### src/rtl/mul_arbiter.sv
// Round-robin arbiter granting 4 requesters access to one shared sequential
// 16x16 signed multiplier, with a BUSY timeout that aborts a stalled multiply.
module mul_arbiter #(
  parameter int unsigned NREQ    = 4,
  parameter int unsigned TIMEOUT = 40
) (
  input  logic                 sys_clk,
  input  logic                 sys_rst,
  input  logic [NREQ-1:0]      req,
  input  logic [16*NREQ-1:0]   op_a,
  input  logic [16*NREQ-1:0]   op_b,
  output logic [NREQ-1:0]      ack,
  output logic                 rsp_valid,
  output logic [1:0]           rsp_id,
  output logic [31:0]          rsp_data,
  output logic                 rsp_err,
  output logic                 busy,
  output logic                 mul_start,
  output logic [15:0]          mul_in1,
  output logic [15:0]          mul_in2,
  input  logic [31:0]          mul_result,
  input  logic                 mul_finished
);

  localparam int unsigned IW = 2;
  localparam int unsigned DW = 16;
  localparam int unsigned RW = 32;
  localparam int unsigned CW = $clog2(TIMEOUT + 1);

  typedef enum logic [1:0] {S_IDLE, S_START, S_BUSY} state_t;

  state_t          state, state_n;
  logic [IW-1:0]   ptr, ptr_n;
  logic [CW-1:0]   cnt, cnt_n;
  logic [NREQ-1:0] ack_n;
  logic            rsp_valid_n, rsp_err_n, busy_n, mul_start_n;
  logic [IW-1:0]   rsp_id_n;
  logic [RW-1:0]   rsp_data_n;
  logic [DW-1:0]   mul_in1_n, mul_in2_n;

  logic            found;
  logic [IW-1:0]   winner;
  logic [IW-1:0]   idx;

  // First set request bit at or above ptr, wrapping modulo 4
  always_comb begin
    found  = 1'b0;
    winner = ptr;
    idx    = ptr;
    for (int unsigned k = 0; k < NREQ; k++) begin
      idx = ptr + IW'(k);
      if (!found && req[idx]) begin
        found  = 1'b1;
        winner = idx;
      end
    end
  end

  // State register plus all registered outputs
  always_ff @(posedge sys_clk or posedge sys_rst) begin
    if (sys_rst) begin
      state     <= S_IDLE;
      ptr       <= '0;
      cnt       <= '0;
      ack       <= '0;
      rsp_valid <= 1'b0;
      rsp_id    <= '0;
      rsp_data  <= '0;
      rsp_err   <= 1'b0;
      busy      <= 1'b0;
      mul_start <= 1'b0;
      mul_in1   <= '0;
      mul_in2   <= '0;
    end else begin
      state     <= state_n;
      ptr       <= ptr_n;
      cnt       <= cnt_n;
      ack       <= ack_n;
      rsp_valid <= rsp_valid_n;
      rsp_id    <= rsp_id_n;
      rsp_data  <= rsp_data_n;
      rsp_err   <= rsp_err_n;
      busy      <= busy_n;
      mul_start <= mul_start_n;
      mul_in1   <= mul_in1_n;
      mul_in2   <= mul_in2_n;
    end
  end

  // Next state and next register values; pulses default low, payload holds
  always_comb begin
    state_n     = state;
    ptr_n       = ptr;
    cnt_n       = cnt;
    ack_n       = '0;
    rsp_valid_n = 1'b0;
    mul_start_n = 1'b0;
    rsp_id_n    = rsp_id;
    rsp_data_n  = rsp_data;
    rsp_err_n   = rsp_err;
    mul_in1_n   = mul_in1;
    mul_in2_n   = mul_in2;

    case (state)
      S_IDLE: begin
        if (found) begin
          ack_n[winner] = 1'b1;
          mul_in1_n     = op_a[{winner, 4'b0000} +: DW];
          mul_in2_n     = op_b[{winner, 4'b0000} +: DW];
          rsp_id_n      = winner;
          ptr_n         = winner + IW'(1);
          mul_start_n   = 1'b1;
          state_n       = S_START;
        end
      end
      S_START: begin
        cnt_n   = '0;
        state_n = S_BUSY;
      end
      S_BUSY: begin
        // A completion on the timeout edge still counts as a good result
        if (mul_finished) begin
          rsp_valid_n = 1'b1;
          rsp_err_n   = 1'b0;
          rsp_data_n  = mul_result;
          state_n     = S_IDLE;
        end else if (cnt == CW'(TIMEOUT - 1)) begin
          rsp_valid_n = 1'b1;
          rsp_err_n   = 1'b1;
          rsp_data_n  = '0;
          state_n     = S_IDLE;
        end else begin
          cnt_n = cnt + CW'(1);
        end
      end
      default: state_n = S_IDLE;
    endcase

    busy_n = (state_n != S_IDLE);
  end

endmodule

### config.mk
export PLATFORM = sky130hd
export DESIGN_NAME = mul_arbiter
export DESIGN_NICKNAME = d
export VERILOG_FILES = /design/src/rtl/mul_arbiter.sv
export SDC_FILE = /design/constraint.sdc
export NUM_CORES = 1
export LEC_CHECK = 0
export CORE_MARGIN = 4
export CORE_UTILIZATION = 39
export DETAILED_ROUTE_END_ITERATION = 8
export GPL_ROUTABILITY_DRIVEN = 0
export PLACE_DENSITY = 0.81
export SLEW_MARGIN = 15
export SYNTH_ARGS = -nofsm -noshare
export SYNTH_HDL_FRONTEND = slang
export SYNTH_SLANG_ARGS = --single-unit
### constraint.sdc
create_clock -name sys_clk -period 2.75 [get_ports sys_clk]
set_clock_uncertainty 0.1 [all_clocks]
set_input_delay 0.275 -clock sys_clk [delete_from_list [all_inputs] [get_ports sys_clk]]
set_output_delay 0.275 -clock sys_clk [all_outputs]
set_load 0.05 [all_outputs]
Word level (Yosys, flattened, before mapping)
Cells that the tools add are included.
{"block": "totals", "ff_bits": 84, "input_bits": 167, "out_inout_bits": 74, "word_cells": 79}
{"block": "classes", "n_addsub": 5, "order_cmp": 6, "n_eq_ne": 5, "n_shift": 2, "muxes": 35, "reduce_logical": 14}
{"operator": "variable part select 64 x 7 -> 16 bit", "count": 2}
{"operator": "two-way mux 32 bit", "count": 2}
{"operator": "two-way mux 1 bit", "count": 16}
{"operator": "< comparator 2 x 3 -> 1 bit, second input constant", "count": 5}
{"operator": "two-way mux 2 bit", "count": 6}
{"operator": "two-way mux 6 bit", "count": 2}
{"operator": "case mux 6 bit (2 select lines)", "count": 1}
{"operator": "binary-select mux 1 bit (select 2 bit)", "count": 4}
{"operator": "two-way mux 4 bit", "count": 2}
{"operator": "adder 6 x 1 -> 6 bit, second input constant", "count": 1}
{"operator": "equality test 6 bit, second input constant", "count": 1}
{"operator": "case mux 2 bit (3 select lines)", "count": 1}
{"operator": "nonzero test 2 bit", "count": 3}
{"operator": "adder 2 x 1 -> 2 bit, second input constant", "count": 2}
{"operator": "adder 2 bit, second input constant", "count": 2}
{"operator": "logical AND 1 bit", "count": 4}
{"operator": "!= test 2 bit, second input constant", "count": 2}
{"operator": "AND reduction 2 bit", "count": 2}
{"operator": "zero test 1 bit", "count": 3}
{"operator": "AND reduction 3 bit", "count": 1}
{"operator": "demux 1 bit (select 2 bit)", "count": 1}
{"operator": "equality test 2 x 1 -> 1 bit, second input constant", "count": 1}
{"operator": "equality test 2 bit, second input constant", "count": 1}
{"operator": ">= comparator 2 x 1 -> 1 bit, second input constant", "count": 1}
{"operator": "zero test 2 bit", "count": 1}

Longest topological paths before layout
Gate-level depths: netlist (run 1).
{"block": "depth", "ltp_word": 18, "mapped_depth": 8, "depth_no_buf": 6}

Least setup slack after synthesis (run 1)
OpenSTA, ideal clock, no wires.
{"block": "synth_path", "path_kind": "reg2reg", "from": "register ptr[1]", "to": "register mul_in1[10]", "setup_ns": 0.094, "t_arrival_ns": 1.708, "required_time_ns": 2.556, "slack_ns": 0.848, "stages_incl_launch_ff": 9, "path_buffers": 2, "period_less_slack_ns": 1.902, "path_cell_list": "dfrtp_1 a21boi_1 o21ba_1 buf_2 nor3_4 inv_4 buf_4 mux2i_1 a211oi_1"}
{"block": "synth_via", "elab_chain_len": 13, "elab_cells_between_ends": 26, "cone_classes": "3 x add/sub; 1 x shift; 15 x mux; 7 x reduce/logical"}
{"element": "from (decl)", "line": "33", "text": "logic [IW-1:0] ptr, ptr_n;"}
{"element": "from (signal assigned)", "line": "76", "text": "ptr <= ptr_n;"}
{"element": "branches (longest 13 deep; another with adder 2 x 1 -> 2 bit)"}
{"element": "to (signal assigned)", "line": "85", "text": "mul_in1 <= mul_in1_n;"}
{"element": "to (decl)", "line": "19", "text": "output logic [15:0] mul_in1,"}
Parallel ways; which one is timed is not known. The select of a mux whose other input is x is not followed.
A chain may end at the register's enable or synchronous reset.

Worst setup path after layout (run 1)
{"block": "layout_path", "from": "register ptr[1]", "to": "register mul_in2[5]"}
{"block": "layout_via", "elab_chain_len": 13, "elab_cells_between_ends": 26, "cone_classes": "3 x add/sub; 1 x shift; 15 x mux; 7 x reduce/logical"}
{"element": "branches (longest 13 deep; another with adder 2 x 1 -> 2 bit)"}
{"element": "to (signal assigned)", "line": "86", "text": "mul_in2 <= mul_in2_n;"}
{"element": "to (decl)", "line": "20", "text": "output logic [15:0] mul_in2,"}
Parallel ways; which one is timed is not known. The select of a mux whose other input is x is not followed.

==> results of run 1 <==
==> registers in the layout, summed over array words and instances (netlist names), 2 cells and up <==
register  cells
mul_in1      16
ack           4
rsp_data     32
state         2
rsp_id        2
mul_in2      16
ptr           2
cnt           6
==> where the power goes <==
group	switching (mW)	leakage (nW)	internal [mW]	total (mW)
combinational	3.37	1.76	1.91	5.28
sequential	0.324	1.01	1.80	2.13
clock	0.482	0.0958	0.425	0.907
total	4.18	2.87	4.14	8.31
==> through the flow <==
step,TNS [ns],util [%]
floorplan,0,-
global placement,-9.266,63.60
detailed placement,-14.35,63.60
CTS,0,65.55
global route,0,65.60
finish,0,65.60
==> how the worst min path moves through the flow <==
stage	start	to	slack, ns	cells past startpoint
after floorplan	mul_result[28]	rsp_data[28]$_DFFE_PP0P_	0.31	1
after global placement	rsp_id[1]$_DFFE_PP0P_	rsp_id[1]$_DFFE_PP0P_	0.37	1
after detailed placement	rsp_id[1]$_DFFE_PP0P_	rsp_id[1]$_DFFE_PP0P_	0.37	1
after CTS	sys_rst	rsp_valid$_DFF_PP0_	0.25	3
after global routing	sys_rst	rsp_data[18]$_DFFE_PP0P_	0.27	3
final	sys_rst	rsp_data[29]$_DFFE_PP0P_	0.23	3
==> tightest hold or removal path, cell delays in order <==
cell and delay (ns):
clkdlybuf4s50_1 0.42, clkinv_2 0.07, buf_12 0.36
==> cells by family after synthesis <==
group	Yosys count	synth area share [%]
fa+ha+maj	5	1.457
compound gates	150	28.62
simple gates	68	7.520
xor+xnor	2	0.4081
flops	84	48.97
buf+inv	49	5.567
mux	32	7.461
==> cell usage in the layout, fill, tap and decap left out, types with 2 or more instances in the layout <==
cell             instances
or3_1                    2
a21oi_4                  2
a2111oi_0               32
o21ai_0                  8
nand3_1                  3
mux2i_1                 32
clkinvlp_4               2
buf_12                   3
clkinv_4                 2
inv_1                    8
and2_1                   5
buf_4                   16
a21oi_1                  4
nor3_4                   2
ha_1                     5
clkdlybuf4s50_1        240
a211oi_1                33
clkinv_2                 2
clkbuf_8                 9
o21a_1                   2
nor2_1                  35
nand2_1                  9
dfrtp_1                 84
nand2b_1                 4
a22o_1                  32
o31a_1                  32
nor2b_1                  5
==> cell type report <==
type,instances,area [um2],area share [%]
clock inverters,7,76.32,1.078
inverters,10,41.29,0.5831
well taps,140,175.2,2.474
clock buffers,9,123.9,1.749
repair buffers,259,2582,36.47
multi-input cells,258,1979,27.96
flip-flops and latches,84,2102,29.69
==> routing by layer <==
| layer | wire length [um] | share of wire, % | track usage, % | vias up |
|---|---|---|---|---|
| met4 | 552 | 3.5 | 10.58 | 0 |
| met2 | 7640 | 49 | 41.39 | 239 |
| met1 | 6269 | 40 | 30.04 | 2082 |
| li1 | - | - | - | 1977 |
| met5 | 0 | 0 | 0 | - |
| met3 | 1257 | 8.0 | 6.578 | 47 |
==> what timing repair did <==
action	4_1_cts	5_1_grt
gates resized for setup	0	0
setup endpoints to repair	32	0
buffers inserted	0	0
==> out/qor.yml, run 1 <==
synth:
  synth_area_per_cell_um2: 11.01
  synthArstFlopShare_pct: 100.0
  yosys.area.top_type_share_pct: 48.97
  syn_nets: 562
  synth_most_common_cell: "dfrtp_1"
  synth_edf_count: 0
  synth_seq_cells: 84
  synth_flop_cell: "dfrtp_1"
  yosysWarningCount: 0
  ys_top_cells_by_area: "dfrtp_1 (49%), mux2i_1 (7.5%), a2111oi_0 (6.5%), a22o_1 (6.5%), o31a_1 (6.5%)"
  netlist_instances: 390
  yosysUniqueCellTypes: 37
  syn-cell-area_mm2: 0.004293
  ys_top_cells_by_count: "dfrtp_1 (84), nor2_1 (35), a211oi_1 (33)"
  synth.largest_area_cell: "dfrtp_1"
  seq_area_frac_synth_pct: 48.97
clock_tree:
  max-clock-path-buffers: 2
  root_buffer: "clkbuf_8"
  cts_tree: "built"
  hold_buffers: 0
  cts_made_buffers: 9
  cts-htree-levels: 3
  clock_sinks: 84
  worstSkewPairLatency_ns: 0.35
  clkTransAtPathRegs_ns: 0.09
layout:
  nFillCells: 829
  fin_area_mm2: 0.007081
  nNetsFinal: 794
  layout-drive-gt1-share_pct: 6.699
  fin_cells: 767
  area_growth_pct: 64.94
  diodes: 0
sta:
  rsz0062_at_grt: "false"
  whs_ns: 0.2347
  setup_ws_ns: 0.2745
  relSlewSlack_pct: 30.82
  fin_crit_sh_pct: 90.02
  max_freq_mhz: 404.0
  final.min_clock_period_ns: 2.476
  worst_slew_pin_slew_ns: 1.035
  drv_slew: 0
  hold_viol: 0
  setup_viol: 0
setup_path:
  crit_family: "compound AO/OA/AOI/OAI gates"
  regToRegSetupSlack_ns: 0.27
  crit_cells: 6
  crit_path_end: "mul_in2[5]$_DFFE_PP0P_"
  max_stage_delay_ns: 0.59
  reg2reg_to: "mul_in2[5]$_DFFE_PP0P_"
  reg2reg_depth: 6
  worst-setup-path-type: "reg2reg"
  cp-startpoint: "ptr[1]$_DFFE_PP0P_"
  cp.required_ns: 2.83
  r2r_start: "ptr[1]$_DFFE_PP0P_"
  critPathCaptureType: "register"
  crit_fanout: 32
  critical_path_buf_inv_count: 1
  critPathArrivalTime_ns: 2.55
  cp_slowest_cell: "a2111oi_0"
  crit_path_start_kind: "register"
  path_cells: "a21boi_1 -> o21ba_1 -> buf_4 -> o31a_1 -> a2111oi_0 -> a211oi_1"
die:
  die_h_um: 112.9
  num_rows: 38
  ios: 241
  die_w_um: 112.9
  die_area_mm2: 0.01275
  start_util_pct: 39.78
  core_mm2: 0.01079
global_routing:
  grt_pass1_wl_um: 25070
  antenna_found_initial: 0
  gr-total-overflow: 0
  grt_max_degree: 85
  grt_pass1_vias: 4660
  grt_util_all_layers_pct: 24.70
pwr:
  powerDensity_mw_per_mm2: 1174
  p_total_mw: 8.314
  peakVddDrop_mv: 0.7032
  p_leak_nw: 2.865
route:
  via_count: 4345
  drc: 0
  drt_iter0_drc: 207
  routedWlPerCell_um: 20.50
  viasPerCell: 5.665
  drtAntennaViolNets: 0
  drt_wl_total_um: 15720
  dr.pass1.iters: 4
place:
  place.port_buffers: 240
  placed_cells: 750
  hpwl_um: 11370
  post_dp_cell_area_mm2: 0.006864
  place_ws_ns: -0.4648
outcome:
  status: "completed"
run:
  maxCapViolCount: 0
worst_hold_path:
  hold_class: "in2async"
(Power assumes the default switching activity.)
==> run 2, diff against run 1 <==
- PLACE_DENSITY: 0.81 -> not set
- PLACE_DENSITY_LB_ADDON: not set -> 0.08
==> run 2 against run 1 <==
Compared with the run above: final cell count fell by 0.65%; clock power rose by 6.2%; first-iteration DRC count rose by 5.3%; critical path depth rose by 1.
==> out/qor.yml, run 2 (synthesis gave the netlist of run 1 again) <==
clock_tree:
  max-clock-path-buffers: 2  # unchanged
  hold_buffers: 0  # unchanged
  clock_sinks: 84  # unchanged
  root_buffer: "clkbuf_8"  # unchanged
  cts_tree: "built"  # unchanged
  cts_resized: 0  # unchanged
  worstSkewPairLatency_ns: 0.35  # about the same
  cts_made_buffers: 9  # unchanged
  post_cts_buffers: 0  # unchanged
  cts-htree-levels: 3  # unchanged
  clkTransAtPathRegs_ns: 0.09  # about the same
setup_path:
  worst-setup-path-type: "in2reg"  # was reg2reg
  critPathArrivalTime_ns: 2.31  # was 2.55 ns
  cp.required_ns: 2.87  # was 2.83 ns
  cp_slowest_cell: "clkdlybuf4s50_1"  # was a2111oi_0
  crit_fanout: 32  # unchanged
  critPathCaptureType: "register"  # unchanged
  path_cells: "clkdlybuf4s50_1 -> nor2b_1 -> o21ba_1 -> buf_4 -> o31a_1 -> a2111oi_0 -> a211oi_1"  # was a21boi_1 -> o21ba_1 -> buf_4 -> o31a_1 -> a2111oi_0 -> a211oi_1
  critical_path_buf_inv_count: 2  # was 1
  crit_family: "compound AO/OA/AOI/OAI gates"  # unchanged
  crit_path_start_kind: "input pin"  # was register
  max_stage_delay_ns: 0.55  # was 0.59 ns
pwr:
  powerDensity_mw_per_mm2: 1176  # was 1174 mW/mm2
  p_sw_mw: 4.064  # was 4.176 mW
  clockPowerShare_pct: 11.6  # was 10.9%
  p_leak_nw: 2.852  # was 2.865 nW
  power_frac_comb_pct: 62.8  # was 63.5%
  p_int_mw: 4.206  # was 4.138 mW
  p_total_mw: 8.270  # was 8.314 mW
  p_sw_share_pct: 49.14  # was 50.22%
  peakVddDrop_mv: 0.7161  # was 0.7032 mV
  seqPwrFrac_pct: 25.6  # about the same
die:
  core_mm2: 0.01079  # unchanged
  die_w_um: 112.9  # unchanged
  die_h_um: 112.9  # unchanged
  ios: 241  # unchanged
  num_rows: 38  # unchanged
  start_util_pct: 39.78  # unchanged
  die_area_mm2: 0.01275  # unchanged
sta:
  whs_ns: 0.1801  # was 0.2347 ns
  tns_ns: 0  # unchanged
  setup_ws_ns: 0.5626  # was 0.2745 ns
  setup_viol: 0  # unchanged
  max_freq_mhz: 457.2  # was 404.0 MHz
  rsz0062_at_grt: "false"  # unchanged
  drv_slew: 0  # unchanged
  worst_slew_pin_slew_ns: 0.5722  # was 1.035 ns
  fin_crit_sh_pct: 79.54  # was 90.02%
  hold_viol: 0  # unchanged
  relSlewSlack_pct: 61.73  # was 30.82%
  final.min_clock_period_ns: 2.187  # was 2.476 ns
global_routing:
  grt_util_all_layers_pct: 23.37  # was 24.70%
  grt_util_met1_pct: 28.07  # was 30.04%
  grt_max_degree: 51  # was 85
  grt_pass1_wl_um: 23570  # was 25,070 um
  gr-usage-met2_pct: 38.03  # was 41.39%
  gr-total-overflow: 0  # unchanged
  top_usage_layer: "met2"  # unchanged
  use_met3_pct: 5.989  # was 6.578%
  antenna_found_initial: 0  # unchanged
  grt_pass1_vias: 4546  # was 4,660
layout:
  fin_area_mm2: 0.007032  # was 0.007081 mm2
  diodes: 0  # unchanged
  nNetsFinal: 790  # was 794
  nFillCells: 837  # was 829
  layout-drive-gt1-share_pct: 5.788  # was 6.699%
  largest_reg_flops: 32  # unchanged
  final_common_cell: "clkdlybuf4s50_1"  # unchanged
  top_register: "rsp_data"  # unchanged
  area_growth_pct: 63.80  # was 64.94%
  top_regs: "rsp_data (32), mul_in1 (16), mul_in2 (16)"  # unchanged
  most-common-layout-cells: "clkdlybuf4s50_1 (240), dfrtp_1 (84), nor2_1 (35)"  # unchanged
outcome:
  status: "completed"  # unchanged
route:
  dr.pass1.iters: 4  # unchanged
  drtAntennaViolNets: 0  # unchanged
  drt_iter0_drc: 218  # was 207
  drt_wl_total_um: 14750  # was 15,720 um
  via_count: 4200  # was 4,345
  viasPerCell: 5.512  # was 5.665
  drc: 0  # unchanged
  routedWlPerCell_um: 19.36  # was 20.50 um
place:
  place_ws_ns: 0.1564  # was -0.4648 ns
  post_dp_cell_area_mm2: 0.006817  # was 0.006864 mm2
  hpwl_um: 10870  # was 11,370 um
  place.port_buffers: 240  # unchanged
worst_hold_path:
  hold_class: "in2async"  # unchanged
run:
  maxCapViolCount: 0  # unchanged
[run 2: final timing paths]
check,from,to,slack (ns),cells past startpoint
max,req[3],mul_in2[11]$_DFFE_PP0P_,0.56,7
min,sys_rst,busy$_DFF_PP0_,0.18,3
max reg2reg,ptr[1]$_DFFE_PP0P_,mul_in2[11]$_DFFE_PP0P_,0.60,6
min reg2reg,rsp_id[1]$_DFFE_PP0P_,rsp_id[1]$_DFFE_PP0P_,0.41,1
max in group asynchronous,sys_rst,rsp_data[1]$_DFFE_PP0P_,1.98,3
min in group sys_clk,rsp_id[1]$_DFFE_PP0P_,rsp_id[1]$_DFFE_PP0P_,0.41,1
[run 2: per-layer routing]
metal | routed length, um | vias to the layer above | share of wire (%)
li1 | - | 1961 | -
met1 | 5987 | 2002 | 41
met2 | 7054 | 198 | 48
met3 | 1079 | 39 | 7.3
met4 | 632 | 0 | 4.3
met5 | 0 | - | 0
[run 2: worst register-to-register path, delay by kind of cell, from the launching register on]
kind | cells | cell delay [ns]
buffers and inverters | 1 | 0.26
AOI/OAI and AO/OA | 5 | 1.22
DFF | 1 | 0.46
[run 2: layout make-up]
class	instances	area [um2]	share of cell area [%]
inverter	10	41.29	0.5872
sequential	84	2102	29.89
clock inverter	4	73.82	1.050
timing repair buffer	256	2535	36.05
multi-input combinational	257	1963	27.92
clock buffer	11	141.4	2.011
tap	140	175.2	2.491
[run 2: power groups by stage]
stage	Combinational [mW]	Clock (mW)	Sequential, mW
after floorplan	1.65	0	3.88
after global placement	5.16	0	2.12
after detailed placement	5.23	0	2.14
after CTS	5.24	0.996	2.12
after global routing	5.50	1.05	2.19
final	5.19	0.963	2.12
[run 2: metrics by stage]
stage               util, %  std cells
global route          65.15        762
floorplan                 -        390
detailed placement    63.16        747
CTS                   65.15        762
finish                65.15        762
global placement      63.16        747
